$ cat src/rtl/wiener_filter_apply.sv
// Wiener gain computation and per-block pixel filtering: out = mean + gain*(x - mean).
// Gain is Q1.8 from a 9-cycle restoring divider; pixel path is a 2-stage pipeline.
module wiener_filter_apply #(
  parameter int DATA_WIDTH    = 8,
  parameter int TOTAL_SAMPLES = 8
) (
  input  logic                    clk,
  input  logic                    rst,
  input  logic                    start_of_frame,
  input  logic [2*DATA_WIDTH-1:0] noise_variance,
  input  logic [2*DATA_WIDTH-1:0] block_variance,
  input  logic [2*DATA_WIDTH-1:0] mean_in,
  input  logic                    variance_ready,
  input  logic [DATA_WIDTH-1:0]   data_in,
  input  logic                    data_valid,
  output logic                    filter_ready,
  output logic [8:0]              gain_out,
  output logic [DATA_WIDTH-1:0]   data_out,
  output logic                    data_out_valid,
  output logic                    overrun
);

  localparam int SW = 2*DATA_WIDTH;
  localparam int CW = (TOTAL_SAMPLES > 1) ? $clog2(TOTAL_SAMPLES) : 1;
  localparam int PW = DATA_WIDTH + 12;
  localparam logic [CW-1:0] LAST = CW'(TOTAL_SAMPLES - 1);

  typedef enum logic [1:0] {S_IDLE, S_DIVIDE, S_FILTER} state_t;
  state_t r_state, w_state_nxt;

  logic                  r_pending, r_overrun;
  logic [SW-1:0]         r_p_noise, r_p_var;
  logic [DATA_WIDTH-1:0] r_p_mean;
  logic [SW:0]           r_rem;
  logic [SW-1:0]         r_dvar;
  logic                  r_zero;
  logic [DATA_WIDTH-1:0] r_dmean, r_mean, r_m1, r_dout;
  logic [3:0]            r_dcnt;
  logic [7:0]            r_q;
  logic [8:0]            r_gain;
  logic [CW-1:0]         r_pix;
  logic                  r_v1, r_vout;
  logic signed [PW-1:0]  r_prod;

  logic                  w_clr, w_accept, w_last, w_div_done, w_load;
  logic [DATA_WIDTH-1:0] w_mean8, w_src_mean;
  logic [SW-1:0]         w_src_noise, w_src_var, w_src_diff;
  logic                  w_src_zero, w_bit;
  logic [SW:0]           w_trial, w_rem_nxt;
  logic signed [DATA_WIDTH+1:0] w_diff;
  logic signed [PW-1:0]  w_prod;
  logic signed [PW:0]    w_rnd, w_scaled, w_sum;
  logic [DATA_WIDTH-1:0] w_clamp;

  assign w_clr      = rst | start_of_frame;
  assign w_accept   = data_valid && (r_state == S_FILTER);
  assign w_last     = w_accept && (r_pix == LAST);
  assign w_div_done = (r_state == S_DIVIDE) && (r_dcnt == 4'd8);
  assign w_load     = ((r_state == S_IDLE) || w_last) && (variance_ready || r_pending);

  assign w_mean8 = (|mean_in[SW-1:DATA_WIDTH]) ? '1 : mean_in[DATA_WIDTH-1:0];

  // Fresh stats arriving with the load win over the buffered ones (they would overwrite it anyway)
  assign w_src_noise = variance_ready ? noise_variance : r_p_noise;
  assign w_src_var   = variance_ready ? block_variance : r_p_var;
  assign w_src_mean  = variance_ready ? w_mean8        : r_p_mean;
  assign w_src_zero  = (w_src_var == '0) || (w_src_var <= w_src_noise);
  assign w_src_diff  = w_src_zero ? '0 : (w_src_var - w_src_noise);

  // Quotient bit 8 compares the unshifted remainder; bits 7..0 shift it left first
  assign w_trial   = (r_dcnt == 4'd0) ? r_rem : {r_rem[SW-1:0], 1'b0};
  assign w_bit     = (w_trial >= {1'b0, r_dvar});
  assign w_rem_nxt = w_bit ? (w_trial - {1'b0, r_dvar}) : w_trial;

  always_ff @(posedge clk) begin
    if (w_clr) r_state <= S_IDLE;
    else       r_state <= w_state_nxt;
  end

  always_comb begin
    w_state_nxt = r_state;
    case (r_state)
      S_IDLE:   if (variance_ready || r_pending) w_state_nxt = S_DIVIDE;
      S_DIVIDE: if (w_div_done) w_state_nxt = S_FILTER;
      S_FILTER: if (w_last) w_state_nxt = (variance_ready || r_pending) ? S_DIVIDE : S_IDLE;
      default:  w_state_nxt = S_IDLE;
    endcase
  end

  always_ff @(posedge clk) begin
    if (w_clr) begin
      r_pending <= 1'b0;
      r_overrun <= 1'b0;
      r_p_noise <= '0;
      r_p_var   <= '0;
      r_p_mean  <= '0;
    end else begin
      if (w_load) begin
        r_pending <= 1'b0;
      end else if (variance_ready) begin
        r_pending <= 1'b1;
        r_p_noise <= noise_variance;
        r_p_var   <= block_variance;
        r_p_mean  <= w_mean8;
      end
      if ((variance_ready && r_pending) || (data_valid && (r_state != S_FILTER)))
        r_overrun <= 1'b1;
    end
  end

  always_ff @(posedge clk) begin
    if (w_clr) begin
      r_rem   <= '0;
      r_dvar  <= '0;
      r_zero  <= 1'b0;
      r_dmean <= '0;
      r_dcnt  <= '0;
      r_q     <= '0;
      r_gain  <= '0;
      r_mean  <= '0;
    end else if (w_load) begin
      r_rem   <= {1'b0, w_src_diff};
      r_dvar  <= w_src_var;
      r_zero  <= w_src_zero;
      r_dmean <= w_src_mean;
      r_dcnt  <= '0;
      r_q     <= '0;
    end else if (r_state == S_DIVIDE) begin
      r_rem  <= w_rem_nxt;
      r_q    <= {r_q[6:0], w_bit};
      r_dcnt <= r_dcnt + 4'd1;
      if (w_div_done) begin
        r_gain <= r_zero ? 9'd0 : {r_q, w_bit};
        r_mean <= r_dmean;
      end
    end
  end

  assign w_diff   = $signed({2'b00, data_in}) - $signed({2'b00, r_mean});
  assign w_prod   = PW'(w_diff) * PW'($signed({1'b0, r_gain}));
  assign w_rnd    = $signed({r_prod[PW-1], r_prod}) + $signed((PW+1)'(128));
  assign w_scaled = w_rnd >>> 8;
  assign w_sum    = w_scaled + $signed({{(PW+1-DATA_WIDTH){1'b0}}, r_m1});
  assign w_clamp  = w_sum[PW] ? '0 : ((|w_sum[PW-1:DATA_WIDTH]) ? '1 : w_sum[DATA_WIDTH-1:0]);

  always_ff @(posedge clk) begin
    if (w_clr) begin
      r_pix  <= '0;
      r_v1   <= 1'b0;
      r_prod <= '0;
      r_m1   <= '0;
      r_vout <= 1'b0;
      r_dout <= '0;
    end else begin
      if (r_state != S_FILTER) r_pix <= '0;
      else if (w_accept)       r_pix <= w_last ? '0 : r_pix + CW'(1);
      r_v1   <= w_accept;
      r_prod <= w_prod;
      r_m1   <= r_mean;
      r_vout <= r_v1;
      if (r_v1) r_dout <= w_clamp;
    end
  end

  assign filter_ready   = (r_state == S_FILTER);
  assign gain_out       = r_gain;
  assign data_out       = r_dout;
  assign data_out_valid = r_vout;
  assign overrun        = r_overrun;

endmodule

$ cat config.mk
export PLATFORM = sky130hd
export DESIGN_NAME = wiener_filter_apply
export DESIGN_NICKNAME = d
export VERILOG_FILES = /design/src/rtl/wiener_filter_apply.sv
export SDC_FILE = /design/constraint.sdc
export NUM_CORES = 1
export LEC_CHECK = 0
export CAP_MARGIN = 40
export CORE_ASPECT_RATIO = 0.8
export CORE_MARGIN = 8
export CORE_UTILIZATION = 60
export CTS_BUF_LIST = sky130_fd_sc_hd__clkbuf_8
export DETAILED_ROUTE_END_ITERATION = 7
export PLACE_DENSITY = 0.87
export REMOVE_ABC_BUFFERS = 1
export SYNTH_ARGS = -nofsm -noshare
export SYNTH_HDL_FRONTEND = slang
export SYNTH_SLANG_ARGS = --single-unit
$ cat constraint.sdc
create_clock -name clk -period 18.2 [get_ports clk]
set_input_delay 1.82 -clock clk [delete_from_list [all_inputs] [get_ports clk]]
set_output_delay 1.82 -clock clk [all_outputs]
set_load 0.005 [all_outputs]
==> results.tsv <==
stage	metric	value	unit
worst_setup_path	critPathLaunchType	input port	
worst_setup_path	critPathArrivalTime	9.11	ns
global_route	first_global_vias	9781	
cts	clkLatencyLatePin	0.46	ns
cts	clock_path_buffers	2	
synth	synth_top_area_share	0.263	
power_and_ir_drop	ir_worst_vdd	0.0000464	V
synth	yosysWarnings	0	
placed_design	gp_congestion	0.947	
placed_design	post-place-cells	1629	
worst_setup_path	worst_path_maximum_fanout	11	
drt	wl	28.3	mm
worst_setup_path	critical_path.n_buffers_inverters	3	
layout	antenna_cells	0	
power_and_ir_drop	p_leak	0.00539	µW
worst_setup_path	critPathCaptureType	register	
timing	timing.final.crit_share	0.482	
timing	rsz0062_at_grt	false	
floorplan	placementRows	44	
min_path	worstHoldPathType	reg2reg	
synth	synthCells	1347	
floorplan	initial_core_util	0.616	
cts	cts_resized	0	
synth	ys_top_cells_by_area	sky130_fd_sc_hd__dfxtp_1, sky130_fd_sc_hd__ha_1, sky130_fd_sc_hd__fa_1	
layout	final_cells	1660	
worst_setup_path	crit_slowest_cell	sky130_fd_sc_hd__fa_1	
drt	drt_via_density	5.93	
timing	slew_viol_final	0	
drt	drt_iter0_drc	787	
drt	detail_route.wl_per_cell	17.0	µm
worst_setup_path	critPathKind	in2reg	
layout	final-seq-area	2960	µm²
timing	relSlewSlack	0.430	
cts	cts_hold_repair.buffers	0	
timing	timing.final.setup_violations	0	
layout	flow.area_growth_from_synthesis	12.9	%
run	maxCapViolations	0	
power_and_ir_drop	cellPowerDensity	69.3	nW/µm²
power_and_ir_drop	p_total	880	µW
timing	tightest_slew	0.848	ns
worst_setup_path	required_time_of_the_worst_setup_path	18.54	ns
placed_design	place_hpwl	21.4	mm
worst_setup_path	crit_path_max_incr_delay	0.52	ns
global_route	grt_pass1_wl	47.3	mm
floorplan	coreArea	18300	µm²
drt	detailedRoute.firstPassIterationCount	5	
synth	ys_ff_latch	148	
cts	ctsRootBufferMaster	sky130_fd_sc_hd__clkbuf_8	
layout	final_net_count	1613	
synth	async_flop_share	0	
synth	synth.cell_area	11300	µm²
worst_setup_path	dominant_cell_type_by_count_on_the_critical_path	sky130_fd_sc_hd__fa_1	
synth	mean_instance_size_in_the_synthesized_netlist	8.36	µm²
cts	tritoncts	done	
synth	synth_most_common_cell	sky130_fd_sc_hd__dfxtp_1	
layout	fillCellCount	1420	
global_route	antenna_violations_before_repair	0	
drt	antenna_left	0	
timing	timing.setup.tns	0	ns
synth	synth_top_cell_by_area	sky130_fd_sc_hd__dfxtp_1	
timing	worst_clock_skew	0.0150	ns
floorplan	die_x	169	µm
timing	timing_hold_violations_final	0	
drt	drc	0	
cts	cts-buffers-inserted	17	
global_route	grt_usage	0.242	
layout	multi_input_comb_area	7580	µm²
status	run_status	complete, no violations	
synth	top_ff_cell_synth	sky130_fd_sc_hd__dfxtp_1	
drt	total_via_count_in_the_routed_design	9839	
cts	level_count_of_the_clock_h_tree	4	
timing	peak_freq	0.114	GHz
worst_setup_path	critical-path-top-delay-family	adder cells	
floorplan	floorplan.io_pins	81	
cts	cts.sinks	148	
synth	synth_cell_type_count	69	
global_route	grt_max_degree	82	
synth	synth_sequential_area_ratio	0.263	
synth	netlist_top_cells_count	sky130_fd_sc_hd__dfxtp_1, sky130_fd_sc_hd__nand2_1, sky130_fd_sc_hd__nor2_1, sky130_fd_sc_hd__inv_1, sky130_fd_sc_hd__ha_1	
global_route	overflow	0	
placed_design	buffer_ports.inserted	80	
cts	postCtsSetupRepairBufs	0	
synth	synth-edff-count	0	
timing	period_minus_slack	8.77	ns
floorplan	die_h	139	µm
cts	cts.reportedPaths.clkPinSlew	0.09	ns
layout	drive_gt1_frac	0.0625	
floorplan	die-area	23400	µm²
## worst reg2reg max path: stages, from the launching register on
cell and delay, ns:
sky130_fd_sc_hd__dfxtp_1 0.46, sky130_fd_sc_hd__inv_1 0.10, sky130_fd_sc_hd__ha_1 0.27, sky130_fd_sc_hd__nor2b_1 0.12
sky130_fd_sc_hd__o21ai_0 0.21, sky130_fd_sc_hd__a21boi_0 0.17, sky130_fd_sc_hd__o21a_1 0.19, sky130_fd_sc_hd__nor2_1 0.13
sky130_fd_sc_hd__o21ai_0 0.12, sky130_fd_sc_hd__a21oi_2 0.55, sky130_fd_sc_hd__mux2_2 0.43, sky130_fd_sc_hd__fa_1 0.48
sky130_fd_sc_hd__fa_1 0.52, sky130_fd_sc_hd__fa_1 0.52, sky130_fd_sc_hd__fa_1 0.51, sky130_fd_sc_hd__fa_1 0.51
sky130_fd_sc_hd__inv_1 0.04, sky130_fd_sc_hd__ha_1 0.32, sky130_fd_sc_hd__and2_1 0.16, sky130_fd_sc_hd__a22o_1 0.21
sky130_fd_sc_hd__o21ai_0 0.38, sky130_fd_sc_hd__nand3_1 0.20, sky130_fd_sc_hd__a311oi_1 0.45, sky130_fd_sc_hd__o31ai_1 0.15
sky130_fd_sc_hd__xnor2_1 0.16, sky130_fd_sc_hd__nor2_1 0.05
## metal layers
metal	GRT usage	wire (µm)	vias up
met5	0	0	-
met4	0.0781	595	0
met3	0.0486	2190	51
met2	0.380	12500	377
met1	0.329	13000	4679
li1	-	-	4732
## kinds of logic (layout without fill, tap and decap cells)
logic type | after synthesis | count (layout) | synth area share
multiplexers | 67 | 67 | 0.0623
XOR/XNOR | 46 | 46 | 0.0358
AND/OR/NAND/NOR | 438 | 438 | 0.182
flip-flops | 148 | 148 | 0.263
adder cells (fa/ha/maj) | 158 | 158 | 0.211
buffers and inverters | 189 | 249 | 0.0647
AO/OA/AOI/OAI | 301 | 301 | 0.181
## where the power goes
group / switching (µW) / total [µW] / internal (µW) / leakage [µW]
Sequential: 8.09 / 343 / 335 / 0.00120
Combinational: 140 / 247 / 108 / 0.00397
Clock: 135 / 290 / 155 / 0.000218
## placed cells by master, fill, tap and decap left out, types with 6 or more instances in the layout
cell type	instances
sky130_fd_sc_hd__fa_1	53
sky130_fd_sc_hd__clkdlybuf4s50_1	79
sky130_fd_sc_hd__o21ai_0	37
sky130_fd_sc_hd__mux2_2	22
sky130_fd_sc_hd__a21oi_1	85
sky130_fd_sc_hd__nand2b_1	33
sky130_fd_sc_hd__and3_1	6
sky130_fd_sc_hd__nor4_1	8
sky130_fd_sc_hd__nand4_1	13
sky130_fd_sc_hd__a21o_1	12
sky130_fd_sc_hd__inv_1	126
sky130_fd_sc_hd__a221oi_1	7
sky130_fd_sc_hd__o22a_1	9
sky130_fd_sc_hd__a22oi_1	10
sky130_fd_sc_hd__and2_1	30
sky130_fd_sc_hd__or3_1	7
sky130_fd_sc_hd__nand3_1	10
sky130_fd_sc_hd__nor2b_1	13
sky130_fd_sc_hd__buf_4	8
sky130_fd_sc_hd__ha_1	104
sky130_fd_sc_hd__a211oi_1	60
sky130_fd_sc_hd__xor2_1	16
sky130_fd_sc_hd__clkbuf_8	18
sky130_fd_sc_hd__o21a_1	15
sky130_fd_sc_hd__a31oi_1	7
sky130_fd_sc_hd__mux2i_1	43
sky130_fd_sc_hd__nand2_1	140
sky130_fd_sc_hd__nor2_1	137
sky130_fd_sc_hd__xnor2_1	30
sky130_fd_sc_hd__dfxtp_1	148
sky130_fd_sc_hd__or2_2	10
sky130_fd_sc_hd__a311oi_1	7
sky130_fd_sc_hd__nor3_1	15
## worst paths after layout
| kind | start | to | slack [ns] | cells after the start |
|---|---|---|---|---|
| min | r_p_noise[0]$_SDFFE_PP0N_ | r_p_noise[0]$_SDFFE_PP0N_ | 0.45 | 2 |
| max | data_in[0] | r_prod[18]$_SDFF_PP0_ | 9.43 | 27 |
| max reg2reg | r_mean[1]$_SDFFE_PP0P_ | r_prod[18]$_SDFF_PP0_ | 10.68 | 25 |
| min reg2reg | r_p_noise[0]$_SDFFE_PP0N_ | r_p_noise[0]$_SDFFE_PP0N_ | 0.45 | 2 |
## through the flow
| stage | instance area (µm²) | hold WS, ns | util | setup slack [ns] |
|---|---|---|---|---|
| after floorplan | 11000 | 0.429 | - | 10.04 |
| after global placement | 12200 | 0.435 | 0.667 | 9.14 |
| after detailed placement | 12300 | 0.445 | 0.671 | 8.93 |
| after CTS | 12700 | 0.457 | 0.695 | 9.42 |
| after global routing | 12700 | 0.474 | 0.695 | 8.94 |
| final | 12700 | 0.454 | 0.695 | 9.43 |
## final cells by class
| type | count | share of cell area |
|---|---|---|
| clock buffer | 18 | 0.0195 |
| clock inverter | 13 | 0.0154 |
| inverter | 126 | 0.0372 |
| multi-input combinational | 1010 | 0.597 |
| sequential | 148 | 0.233 |
| tap | 253 | 0.0249 |
| timing repair buffer | 92 | 0.0732 |
## flip-flops by register name, summed over array words and instances, names as in the netlist
name / cells
r_p_mean: 8
data_out_valid: 1
gain_out: 9
r_m1: 8
r_pending: 1
r_state: 2
r_dcnt: 4
r_rem: 17
r_p_noise: 16
r_q: 8
r_pix: 3
r_dvar: 16
data_out: 8
r_dmean: 8
r_v1: 1
r_mean: 8
overrun: 1
r_zero: 1
r_p_var: 16
r_prod: 12
No activity file was read; power rests on OpenSTA's default activity.
==> RTL edit 1, RTL diff (config.mk and constraints unchanged) <==
Change the parameter `TOTAL_SAMPLES` from 8 to 16.
--- a/src/rtl/wiener_filter_apply.sv
+++ b/src/rtl/wiener_filter_apply.sv
@@ -4,3 +4,3 @@
   parameter int DATA_WIDTH    = 8,
-  parameter int TOTAL_SAMPLES = 8
+  parameter int TOTAL_SAMPLES = 16
 ) (
Formal check against the unedited RTL: no difference found for any inputs over 10 cycles, from zero or initial values; that may be too few to reach the edited logic, so the function may still have changed.
==> RTL edit 1 against the unedited design <==
Design area down 0.28%; area after synthesis rose by 0.56%; setup slack worse by 0.094 ns; power is 5.8% lower; sequential cell count is 1 higher; routed wire length is 2.3% lower; maximum frequency decreased by 1.1%; global-route usage is 0.54 points lower; critical path type unchanged; largest cell class unchanged; largest power group unchanged.
==> RTL edit 1: results (changes against the unedited design) <==
stage,metric,value,unit,change
outcome,status,"finished, final reports clean",,
layout,fin_cells,1651,,-0.54%
critical_path,critical_path.top_delay_family,adder cells,,
layout,post_route_cells_drive_above_1_share,6.46,%,+0.21 points
yosys,synth.top_cells.by_area,"sky130_fd_sc_hd__dfxtp_1, sky130_fd_sc_hd__ha_1, sky130_fd_sc_hd__fa_1, sky130_fd_sc_hd__mux2i_1, sky130_fd_sc_hd__nand2_1",,
place,globalplace.congestion,0.929,,-1.9%
power,swShare,33.2,%,+1.0 points
sta,final.setup_skew,0.0198,ns,+0.00479 ns
sta,final.hold.worst_slack,0.444,ns,-0.0103 ns
critical_path,critical_path_arrival,9.21,ns,+0.10 ns
route,via_per_inst,5.90,,-0.45%
global_route,grt_max_degree,86,,+4.9%
place,post_dp_cell_area,12300,um2,+0.15%
power,powerDensity,65.4,nW/um2,-5.6%
power,leakage_dissipation,5.54,nW,+2.8%
route,wire_per_inst,16.7,um,-1.8%
global_route,grt_first_pass_wirelength,46.1,mm,-2.5%
place,placement.setup.worst_slack,8.94,ns,+0.00491 ns
worst_hold_path,timing.hold.worst.start,r_dmean[2],,
sta,final_period_minus_worst_setup_slack,8.87,ns,+0.0942 ns
route,wl_met1,13.0,mm,+0.25%
critical_path,r2r_setup_slack,10.76,ns,+0.08 ns
global_route,gr-usage-met2,35.7,%,-2.4 points
critical_path,critical_path.max_stage_delay,0.55,ns,+0.03 ns
route,route.met2.wl,12.0,mm,-4.3%
route,routed_wire_length_on_met3,2.23,mm,+1.8%
power,maximum_ir_drop_on_the_vdd_rail,0.0000575,V,+24%
place,post-dp-hpwl,20.5,mm,-4.2%
sta,maxSlewHeadroom,40.0,%,-3.0 points
yosys,yosys_cell_types,74,,+7.2%
power,portion_of_total_power_attributed_to_sequential_cells,41.4,%,+2.4 points
critical_path,worst-r2r-cell-count,27,,+8.0%
global_route,globalRouteTotalUtil,23.7,%,-0.54 points
layout,final_net_count,1598,,-0.93%
layout,layout.filler_cells,1432,,+0.85%
critical_path,rr_startpoint,r_mean[0],,
yosys,seq_area_frac_synth,26.4,%,+0.031 points
-- RTL edit 1: cell count changes after synthesis, sizes merged, moves of 8 or more --
cell,change
inv,-19
mux2i,+10
nand3,+15
o221a,+8
and2,+8
a21oi,-9
-- RTL edit 1: logic make-up (layout without fill, tap and decap cells) --
kind of cell | count (synthesis) | after routing | synth area share (%)
xor gates and xnor gates | 47 | 47 | 3.64
adders and majority gates | 156 | 156 | 20.8
buffers and inverters | 166 | 226 | 5.69
and+or+nand+nor | 468 | 468 | 20.0
DFF | 149 | 149 | 26.4
AOI/OAI and AO/OA | 273 | 273 | 16.7
muxes | 74 | 74 | 6.81
-- RTL edit 1: final cells by class --
type / instances / area share (%)
Clock buffer: 17 / 1.85
Clock inverter: 14 / 1.22
Inverter: 107 / 3.17
Multi-Input combinational cell: 1018 / 60.9
Sequential cell: 149 / 23.5
Tap cell: 258 / 2.55
Timing Repair Buffer: 88 / 6.81
==> RTL edit 2, RTL diff (same flow settings) <==
Without the edit above. Compare `r_dcnt` against `4'd8` with >= in place of ==.
--- a/src/rtl/wiener_filter_apply.sv
+++ b/src/rtl/wiener_filter_apply.sv
@@ -57,3 +57,3 @@
   assign w_last     = w_accept && (r_pix == LAST);
-  assign w_div_done = (r_state == S_DIVIDE) && (r_dcnt == 4'd8);
+  assign w_div_done = (r_state == S_DIVIDE) && (r_dcnt >= 4'd8);
   assign w_load     = ((r_state == S_IDLE) || w_last) && (variance_ready || r_pending);
Function: same outputs for any inputs over 10 cycles, from zero or initial values; that may be too few to reach the edited logic, so the function may still have changed.
==> RTL edit 2 against the unedited design <==
Sequential share of layout area grew 0.46 points; power shrank 8.0%; area after synthesis shrank 0.99%; routed wire length shrank 3.4%; via count grew 0.49%; setup slack lost 0.14 ns; die area shrank 0.89%; synthesized cell count grew 1.1%; utilization shrank 0.94 points; sequential cell count is the same; design area shrank 1.9%; critical endpoint unchanged; largest power group unchanged.
==> RTL edit 2: results (changes against the unedited design) <==
stage,metric,value,unit,change
layout,post_route_cells_drive_above_1_share,4.43,%,-1.8 points
route,wl_met1,13.0,mm,-0.29%
power,comb-power,0.223,mW,-9.7%
place,post-dp-hpwl,20.2,mm,-5.8%
route,via_per_inst,5.98,,+0.91%
route,drt-total-wl,27.3,mm,-3.4%
place,io_buffer_count,80,,unchanged
route,wire_per_inst,16.5,um,-3.0%
route,route.met2.wl,11.9,mm,-4.5%
route,dr_pass1_iterations,5,,unchanged
global_route,globalRouteTotalUtil,24.2,%,-0.033 points
place,placed_cells_incl_taps,1621,,-0.49%
layout,layout.filler_cells,1426,,+0.42%
yosys,post_synth_xor_area_fraction,4.01,%,+0.43 points
global_route,grt_max_degree,61,,-26%
place,placement.setup.worst_slack,8.86,ns,-0.0713 ns
power,clock_net_power,0.245,mW,-16%
power,leakage_dissipation,5.49,nW,+1.8%
yosys,adder_cell_share_of_the_synthesized_area,21.2,%,+0.12 points
yosys,most_used_flip_flop_cell_after_synthesis,sky130_fd_sc_hd__dfxtp_1,,
critical_path,cp_max_fo,9,,-2
route,drt-initial-drc-count,802,,+1.9%
critical_path,critical_path_arrival,9.27,ns,+0.16 ns
global_route,grt_pass1_vias,9508,,-2.8%
sta,tightest_slew,0.811,ns,-0.0369 ns
yosys,seq_area_frac_synth,26.6,%,+0.26 points
power,netSwitchingPower,0.285,mW,+0.68%
place,globalplace.congestion,0.925,,-2.4%
outcome,status,"finished, final reports clean",,
global_route,grt_first_pass_wirelength,46.1,mm,-2.5%
yosys,synth_area_per_cell,8.18,um2,-2.1%
power,maximum_ir_drop_on_the_vdd_rail,0.0000465,V,+0.19%
worst_hold_path,hold_class,flop to flop,,
sta,final.setup_skew,0.0198,ns,+0.00471 ns
job,cap_violations,0,,unchanged
yosys,postSynth.asyncResetShare,0,%,unchanged
yosys,compound_cell_area_share_of_the_yosys_netlist,17.5,%,-0.58 points
route,routed_wire_length_on_met3,1.97,mm,-9.9%
layout,regMostFlops,r_rem,,
yosys,synth.top_cells.by_area,"sky130_fd_sc_hd__dfxtp_1, sky130_fd_sc_hd__ha_1, sky130_fd_sc_hd__fa_1, sky130_fd_sc_hd__nand2_1, sky130_fd_sc_hd__nor2_1",,
critical_path,critical_path.max_stage_delay,0.54,ns,+0.02 ns
yosys,netlist_top_cells_count,"sky130_fd_sc_hd__nand2_1, sky130_fd_sc_hd__nor2_1, sky130_fd_sc_hd__dfxtp_1",,
yosys,yosys_cell_types,67,,-2.9%
yosys,synth.mux.area_fraction,4.45,%,-1.8 points
==> RTL edit 2: cell types whose count changed after synthesis, moves of 7 or more <==
cell	delta
sky130_fd_sc_hd__nor2_1	+15
sky130_fd_sc_hd__o221ai_1	+7
sky130_fd_sc_hd__a211oi_1	-7
sky130_fd_sc_hd__inv_1	-20
sky130_fd_sc_hd__and2_1	+8
sky130_fd_sc_hd__mux2_2	-19
sky130_fd_sc_hd__or2_2	-8
sky130_fd_sc_hd__o22a_1	-8
sky130_fd_sc_hd__o21a_1	-7
sky130_fd_sc_hd__nand2_1	+19
sky130_fd_sc_hd__o21ai_0	+26
==> RTL edit 2: cell type report <==
class                   count  area share [%]
multi-input cells        1042            60.3
flip-flops and latches    148            23.8
well taps                 230            2.31
clock buffers              17            1.88
clock inverters            15            1.16
repair buffers             94            7.37
inverters                 107            3.22
==> RTL edit 2: final timing paths <==
| path | startpoint | end | cells after the start | slack [ns] |
|---|---|---|---|---|
| hold / removal | r_dmean[5] | r_mean[5] | 2 | 0.45 |
| setup reg to reg | r_mean[1] | r_prod[18] | 27 | 10.52 |
| setup / recovery | data_in[1] | r_prod[18] | 27 | 9.29 |
| hold reg to reg | r_dmean[5] | r_mean[5] | 2 | 0.45 |
==> RTL edit 2: metrics by stage <==
stage	cell area (um2)	power (mW)
finish	12500	0.810
global route	12500	0.851
CTS	12500	0.807
detailed placement	12100	0.565
global placement	12000	0.558
floorplan	10900	0.501
==> RTL edit 2: per-layer routing <==
metal  track usage, %  vias to the layer above
met5                0                        -
met4             7.87                        0
met3             4.21                       42
met2             37.3                      389
met1             34.0                     4684
li1                 -                     4772
